File: src/rtl/aes_pkg.sv
// Shared types and word packing helpers for the AES-128 stream adapter.
package aes_pkg;

    localparam int unsigned WORD_W = 32;
    localparam int unsigned BLK_W  = 128;

    typedef enum logic [1:0] {
        OP_ENC = 2'b00,
        OP_DEC = 2'b01,
        OP_KEY = 2'b10,
        OP_ILL = 2'b11
    } aes_op_t;

    typedef enum logic [1:0] {
        COLLECT   = 2'b00,
        ISSUE     = 2'b01,
        WAIT_DONE = 2'b10,
        GAP       = 2'b11
    } adp_state_t;

    typedef struct packed {
        logic [WORD_W-1:0] data;
        logic              last;
    } m_beat_t;

    // Words 0..2 sit in w012 little-end first; w3 is the word arriving now.
    function automatic logic [BLK_W-1:0] pack_block(input logic [95:0]       w012,
                                                    input logic [WORD_W-1:0] w3,
                                                    input logic              msb_first);
        if (msb_first) begin
            return {w012[31:0], w012[63:32], w012[95:64], w3};
        end
        return {w3, w012[95:64], w012[63:32], w012[31:0]};
    endfunction

    function automatic logic [WORD_W-1:0] word_sel(input logic [BLK_W-1:0] blk,
                                                   input logic [1:0]       idx,
                                                   input logic             msb_first);
        logic [1:0] pos;
        pos = msb_first ? 2'(2'd3 - idx) : idx;
        case (pos)
            2'd0:    return blk[31:0];
            2'd1:    return blk[63:32];
            2'd2:    return blk[95:64];
            default: return blk[127:96];
        endcase
    endfunction

endpackage

File: src/rtl/aes128_word_unpack.sv
// Holds one 128-bit core result and replays it as four 32-bit valid/ready beats.
module aes128_word_unpack
    import aes_pkg::*;
#(
    parameter bit WORD_MSB_FIRST = 1'b1
) (
    input  logic                clk,
    input  logic                rst_n,
    input  logic                cap_i,
    input  logic [BLK_W-1:0]    cap_data_i,
    input  logic                ready_i,
    output logic                valid_o,
    output logic [WORD_W-1:0]   data_o,
    output logic                last_o
);

    logic [BLK_W-1:0] buf_q;
    logic             full_q;
    logic [1:0]       rcnt_q;
    logic [1:0]       rcnt_d;
    m_beat_t          beat_q;

    assign rcnt_d = rcnt_q + 2'd1;

    // A capture always wins over the final drain beat in the same cycle.
    always_ff @(posedge clk or negedge rst_n) begin
        if (!rst_n) begin
            buf_q  <= '0;
            full_q <= 1'b0;
            rcnt_q <= '0;
            beat_q <= '0;
        end else if (cap_i) begin
            buf_q  <= cap_data_i;
            full_q <= 1'b1;
            rcnt_q <= '0;
            beat_q <= '{data: word_sel(cap_data_i, 2'd0, WORD_MSB_FIRST), last: 1'b0};
        end else if (full_q && ready_i) begin
            if (rcnt_q == 2'd3) begin
                full_q <= 1'b0;
                rcnt_q <= '0;
                beat_q <= '0;
            end else begin
                rcnt_q <= rcnt_d;
                beat_q <= '{data: word_sel(buf_q, rcnt_d, WORD_MSB_FIRST),
                            last: (rcnt_d == 2'd3)};
            end
        end
    end

    assign valid_o = full_q;
    assign data_o  = beat_q.data;
    assign last_o  = beat_q.last;

endmodule

File: src/rtl/aes128_stream_adapter.sv
// Word-stream front end for an AES-128 core: packs input blocks, issues key-load /
// encrypt / decrypt strobes with a done watchdog, and streams results back out.
module aes128_stream_adapter
    import aes_pkg::*;
#(
    parameter int unsigned TIMEOUT_CYCLES = 256,
    parameter bit          WORD_MSB_FIRST = 1'b1
) (
    input  logic          clk,
    input  logic          rst_n,
    input  logic          s_valid_i,
    output logic          s_ready_o,
    input  logic [31:0]   s_data_i,
    input  logic [1:0]    s_op_i,
    output logic          core_load_key_o,
    output logic          core_start_enc_o,
    output logic          core_start_dec_o,
    output logic [127:0]  core_data_o,
    input  logic          core_ready_i,
    input  logic          core_done_i,
    input  logic [127:0]  core_data_i,
    output logic          m_valid_o,
    input  logic          m_ready_i,
    output logic [31:0]   m_data_o,
    output logic          m_last_o,
    output logic          key_valid_o,
    output logic          err_o,
    input  logic          err_clr_i
);

    localparam int unsigned WD_W = (TIMEOUT_CYCLES > 1) ? $clog2(TIMEOUT_CYCLES) : 1;

    adp_state_t      state_q;
    logic [1:0]      wcnt_q;
    logic [95:0]     asm_q;
    aes_op_t         op_q;
    aes_op_t         pend_op_q;
    logic            pending_q;
    logic            pending_d;
    logic [BLK_W-1:0] blk_q;
    logic            key_valid_q;
    logic            err_q;
    logic            ld_q;
    logic            enc_q;
    logic            dec_q;
    logic [WD_W-1:0] wd_q;

    logic s_hs_c;
    logic blk_bad_c;
    logic can_issue_c;
    logic cap_c;
    logic timeout_c;
    logic err_set_c;

    // The last word of a new block may not overwrite blk_q while the core still uses it.
    assign s_ready_o = !pending_q && !((wcnt_q == 2'd3) && (state_q != COLLECT));
    assign s_hs_c    = s_valid_i && s_ready_o;

    assign blk_bad_c = (state_q == COLLECT) && pending_q &&
                       ((pend_op_q == OP_ILL) || ((pend_op_q != OP_KEY) && !key_valid_q));

    assign can_issue_c = (state_q == COLLECT) && pending_q && !blk_bad_c && core_ready_i &&
                         ((pend_op_q == OP_KEY) || !m_valid_o);

    assign cap_c     = (state_q == WAIT_DONE) && core_done_i;
    assign timeout_c = (TIMEOUT_CYCLES != 0) && (state_q == WAIT_DONE) && !core_done_i &&
                       (wd_q == WD_W'(TIMEOUT_CYCLES - 1));
    assign err_set_c = blk_bad_c || timeout_c;

    always_comb begin
        pending_d = pending_q;
        if (blk_bad_c || (state_q == ISSUE)) begin
            pending_d = 1'b0;
        end
        if (s_hs_c && (wcnt_q == 2'd3)) begin
            pending_d = 1'b1;
        end
    end

    // Input packing: op rides with word 0, block and op move to the pending register on word 3.
    always_ff @(posedge clk or negedge rst_n) begin
        if (!rst_n) begin
            wcnt_q    <= '0;
            asm_q     <= '0;
            op_q      <= OP_ENC;
            pend_op_q <= OP_ENC;
            blk_q     <= '0;
            pending_q <= 1'b0;
        end else begin
            pending_q <= pending_d;
            if (s_hs_c) begin
                wcnt_q <= wcnt_q + 2'd1;
                case (wcnt_q)
                    2'd0: begin
                        asm_q[31:0] <= s_data_i;
                        op_q        <= aes_op_t'(s_op_i);
                    end
                    2'd1:    asm_q[63:32] <= s_data_i;
                    2'd2:    asm_q[95:64] <= s_data_i;
                    default: begin
                        blk_q     <= pack_block(asm_q, s_data_i, WORD_MSB_FIRST);
                        pend_op_q <= op_q;
                    end
                endcase
            end
        end
    end

    // Issue FSM with registered strobes, key flag, sticky error and done watchdog.
    always_ff @(posedge clk or negedge rst_n) begin
        if (!rst_n) begin
            state_q     <= COLLECT;
            ld_q        <= 1'b0;
            enc_q       <= 1'b0;
            dec_q       <= 1'b0;
            key_valid_q <= 1'b0;
            err_q       <= 1'b0;
            wd_q        <= '0;
        end else begin
            ld_q  <= 1'b0;
            enc_q <= 1'b0;
            dec_q <= 1'b0;
            if (err_set_c) begin
                err_q <= 1'b1;
            end else if (err_clr_i) begin
                err_q <= 1'b0;
            end
            case (state_q)
                COLLECT: begin
                    if (can_issue_c) begin
                        state_q <= ISSUE;
                        ld_q    <= (pend_op_q == OP_KEY);
                        enc_q   <= (pend_op_q == OP_ENC);
                        dec_q   <= (pend_op_q == OP_DEC);
                    end
                end
                ISSUE: begin
                    wd_q <= '0;
                    if (pend_op_q == OP_KEY) begin
                        state_q     <= GAP;
                        key_valid_q <= 1'b1;
                    end else begin
                        state_q <= WAIT_DONE;
                    end
                end
                WAIT_DONE: begin
                    if (core_done_i || timeout_c) begin
                        state_q <= COLLECT;
                    end else begin
                        wd_q <= wd_q + WD_W'(1);
                    end
                end
                GAP:     state_q <= COLLECT;
                default: state_q <= COLLECT;
            endcase
        end
    end

    aes128_word_unpack #(
        .WORD_MSB_FIRST (WORD_MSB_FIRST)
    ) u_unpack (
        .clk        (clk),
        .rst_n      (rst_n),
        .cap_i      (cap_c),
        .cap_data_i (core_data_i),
        .ready_i    (m_ready_i),
        .valid_o    (m_valid_o),
        .data_o     (m_data_o),
        .last_o     (m_last_o)
    );

    assign core_load_key_o  = ld_q;
    assign core_start_enc_o = enc_q;
    assign core_start_dec_o = dec_q;
    assign core_data_o      = blk_q;
    assign key_valid_o      = key_valid_q;
    assign err_o            = err_q;

endmodule
File: config.mk
export PLATFORM = sky130hd
export DESIGN_NAME = aes128_stream_adapter
export DESIGN_NICKNAME = d
export VERILOG_FILES = /design/src/rtl/aes_pkg.sv /design/src/rtl/aes128_word_unpack.sv /design/src/rtl/aes128_stream_adapter.sv
export SDC_FILE = /design/constraint.sdc
export NUM_CORES = 1
export LEC_CHECK = 0
export ABC_AREA = 0
export CORE_MARGIN = 2
export CORE_UTILIZATION = 45
export DETAILED_ROUTE_END_ITERATION = 8
export PLACE_DENSITY = 0.75
export SLEW_MARGIN = 20
export SYNTH_ARGS = -nofsm -noshare
export SYNTH_HDL_FRONTEND = slang
export SYNTH_HIERARCHICAL = 1
export SYNTH_SLANG_ARGS = --single-unit
export TNS_END_PERCENT = 5
File: constraint.sdc
create_clock -name clk -period 1.8 [get_ports clk]
set_input_delay 0.36 -clock clk [delete_from_list [all_inputs] [get_ports clk]]
set_output_delay 0.36 -clock clk [all_outputs]
set_load 0.05 [all_outputs]
==> impl_metrics.py <==
metrics = {
    "outcome": {
        "outcome": "complete, but fails checks",
        "violations": "setup timing",
    },
    "placed_design": {
        "place_congestion": 0.851,
        "place_area_mm2": 0.0191,
        "port_buffers": 336,
        "place_hpwl_mm": 25.7,
    },
    "timing": {
        "setup_viol": 14,
        "period_minus_slack_ns": 1.96,
        "relSlewSlack_pct": 60.1,
        "setup_ws_ns": -0.162,
        "grt_setup_unrepaired": "true",
        "finClkSkew_ns": 0.0199,
        "drv_slew": 0,
        "max_freq_mhz": 510,
        "tightest_slew_ns": 0.599,
        "hold_viol": 0,
        "fin_crit_sh_pct": 109,
    },
    "setup_path": {
        "cp_slowest_cell": "dfrtp_1",
        "critPathBufInv": 2,
        "crit_path_start_kind": "register",
        "max_stage_delay_ns": 0.39,
        "cp-end-kind": "output pin",
        "arrival_ns": 1.60,
        "crit_type": "reg -> out",
        "r2r_cells": 7,
        "critical_path.top_delay_family": "flip-flops",
        "worst_ep_required_time_ns": 1.44,
        "crit_cells": 4,
        "cp_cell_sequence": "buf_6 > or2_4 > a21oi_4 > buf_12",
        "path_max_fanout": 2,
    },
    "drt": {
        "antenna_left": 0,
        "routed-via-count": 9862,
        "met1_length_mm": 15.8,
        "wire_per_inst_um": 20.4,
        "drt-total-wl_mm": 38.0,
        "route.met3.wl_mm": 3.81,
        "vias_per_cell": 5.29,
        "wl_met2_mm": 17.6,
        "highest_layer": "met5",
        "drt_iter0_markers": 587,
        "drtPass1Iterations": 8,
        "drc": 0,
    },
    "logic_synthesis": {
        "synth_top_area_cell": "dfrtp_1",
        "yosys-top-cells-count": "dfrtp_1, mux2_2, nand2_1",
        "synthArstFlopShare_pct": 100,
        "avgSynthCellArea_um2": 15.3,
        "yosysWarnings": 6,
        "synth_cell_types": 49,
        "ys.flop_type": "dfrtp_1",
        "synth_nets": 1168,
        "synth_area_leaders": "dfrtp_1, mux2_2, mux2_4, a222oi_1, o221ai_1",
        "synth_edf_count": 0,
        "synth-seq-cells": 378,
        "yosysMostFrequentCell": "dfrtp_1",
        "yosys.area.top_type_share_pct": 62.3,
        "syn_area_mm2": 0.0152,
        "synth-seq-area-share_pct": 62.3,
        "syn_inst": 990,
    },
    "die": {
        "die_y_um": 188,
        "io_pins": 337,
        "core_area_mm2": 0.0334,
        "dieArea_mm2": 0.0352,
        "start_util_pct": 45.5,
        "die-width_um": 188,
        "row_count": 67,
    },
    "run": {
        "maxCapViolations": 0,
    },
    "cts": {
        "clk_latency_ns": 0.53,
        "clock-sinks": 378,
        "cts.clk_slew.worst_paths_ns": 0.06,
        "numCtsBuffers": 40,
        "root_buffer": "clkbuf_16",
        "cts_tree": "yes",
        "clk_path_buf_depth": 3,
        "htree_levels": 2,
    },
    "worst_hold_path": {
        "hp-class": "in -> async",
    },
    "grt": {
        "gr-total-overflow": 0,
        "grt_util_all_layers_pct": 20.8,
        "grt_pass1_wl_mm": 58.6,
        "grt_pass1_vias": 10500,
        "antenna_found_initial": 2,
        "grt_max_degree": 70,
    },
    "layout": {
        "fin_area_mm2": 0.0209,
        "syn_to_final_growth_pct": 37.6,
        "finalNetCount": 1564,
        "drive_gt1_share_pct": 48.5,
    },
    "power": {
        "power.total_w": 0.0441,
        "leakagePower_nw": 9.32,
        "pwr_density_cell_mw_per_mm2": 2110,
        "ir_drop_mv": 1.59,
    },
}
-- cell type report --
cell class | instances | area, µm²
Antenna cell | 1 | 2.50
Sequential cell | 378 | 9460
Clock buffer | 52 | 1120
Clock inverter | 20 | 265
Inverter | 40 | 150
Timing Repair Buffer | 413 | 3870
Fill cell | 2513 | 12500
Multi-Input combinational cell | 513 | 5470
Tap cell | 448 | 561
-- metal layers --
| metal | GRT usage, % | vias up |
|---|---|---|
| li1 | - | 4381 |
| met1 | 27.6 | 5042 |
| met2 | 33.0 | 383 |
| met3 | 7.54 | 54 |
| met4 | 4.91 | 2 |
| met5 | 0 | - |
-- what timing repair did --
| action | in CTS | in global routing |
|---|---|---|
| hold endpoints to repair | 27 | 0 |
| pin swaps | 2 | 9 |
| setup endpoints to repair | 2 | 212 |
| buffers inserted | 4 | 4 |
| resized for setup | 7 | 42 |
| hold buffers | 1 | 0 |
| cloned | 0 | 4 |
-- metrics by stage --
stage	std cells	hold slack [ns]	setup TNS (ns)	utilization, %	worst slack (ns)
finish	1865	0.322	-0.235	62.6	-0.162
global route	1865	0.337	-3.41	62.6	-0.208
CTS	1856	0.303	-0.220	61.5	-0.184
detailed placement	1779	0.255	-50.08	57.1	-0.247
global placement	1779	0.254	-50.33	57.1	-0.246
floorplan	990	0.0644	0	-	0.00286
-- worst paths after layout --
| path | from | endpoint | slack, ns |
|---|---|---|---|
| hold / removal | rst_n | u_unpack/buf_q[73] | 0.32 |
| min in group clk | core_data_i[103] | u_unpack/data_o[7] | 0.45 |
| max in group asynchronous | rst_n | core_data_o[121] | 0.76 |
| setup reg to reg | state_q[1] | u_unpack/data_o[14] | -0.01 |
| hold reg to reg | asm_q[21] | core_data_o[117] | 0.50 |
| setup / recovery | state_q[1] | s_ready_o | -0.16 |
-- cell families after synthesis --
kind of cell,share of synthesized area (%)
fa+ha+maj,0.742
simple gates,2.88
xor+xnor,0.0577
compound gates,5.13
mux,25.2
flops,62.3
buf+inv,3.70
-- state kept, by name (all words and copies together) (netlist names) --
register and count:
core_data_o 128, asm_q 96, u_unpack/buf_q 96, u_unpack/data_o 32
wd_q 8, op_q 2, pend_op_q 2, state_q 2
u_unpack/rcnt_q 2, wcnt_q 2, core_load_key_o 1, core_start_dec_o 1
core_start_enc_o 1, err_o 1, key_valid_o 1, pending_q 1
u_unpack/last_o 1, u_unpack/valid_o 1
-- cells in the final DEF (no fill, tap or decap), types with 4 or more instances in the layout --
cell,synthesis,final
mux2_2,294,293
inv_1,40,40
nand2_1,45,45
buf_4,10,215
ha_1,9,7
nand3_1,6,4
dfrtp_1,378,377
o221ai_2,0,23
mux2i_1,5,5
a21oi_1,7,6
clkbuf_16,0,43
mux2_4,31,32
o221ai_4,0,5
nand4_1,4,4
o221ai_1,33,5
bufinv_16,0,6
clkbuf_1,10,5
buf_12,0,22
buf_6,11,4
clkbuf_8,0,7
clkdlybuf4s50_1,0,167
clkinv_2,0,12
a222oi_1,32,32
-- power by group --
part	internal, W	total (W)	switching [W]
combinational	0.00881	0.0205	0.0116
sequential	0.0127	0.0150	0.00236
clock	0.00524	0.00857	0.00333
(Power assumes the default switching activity.)
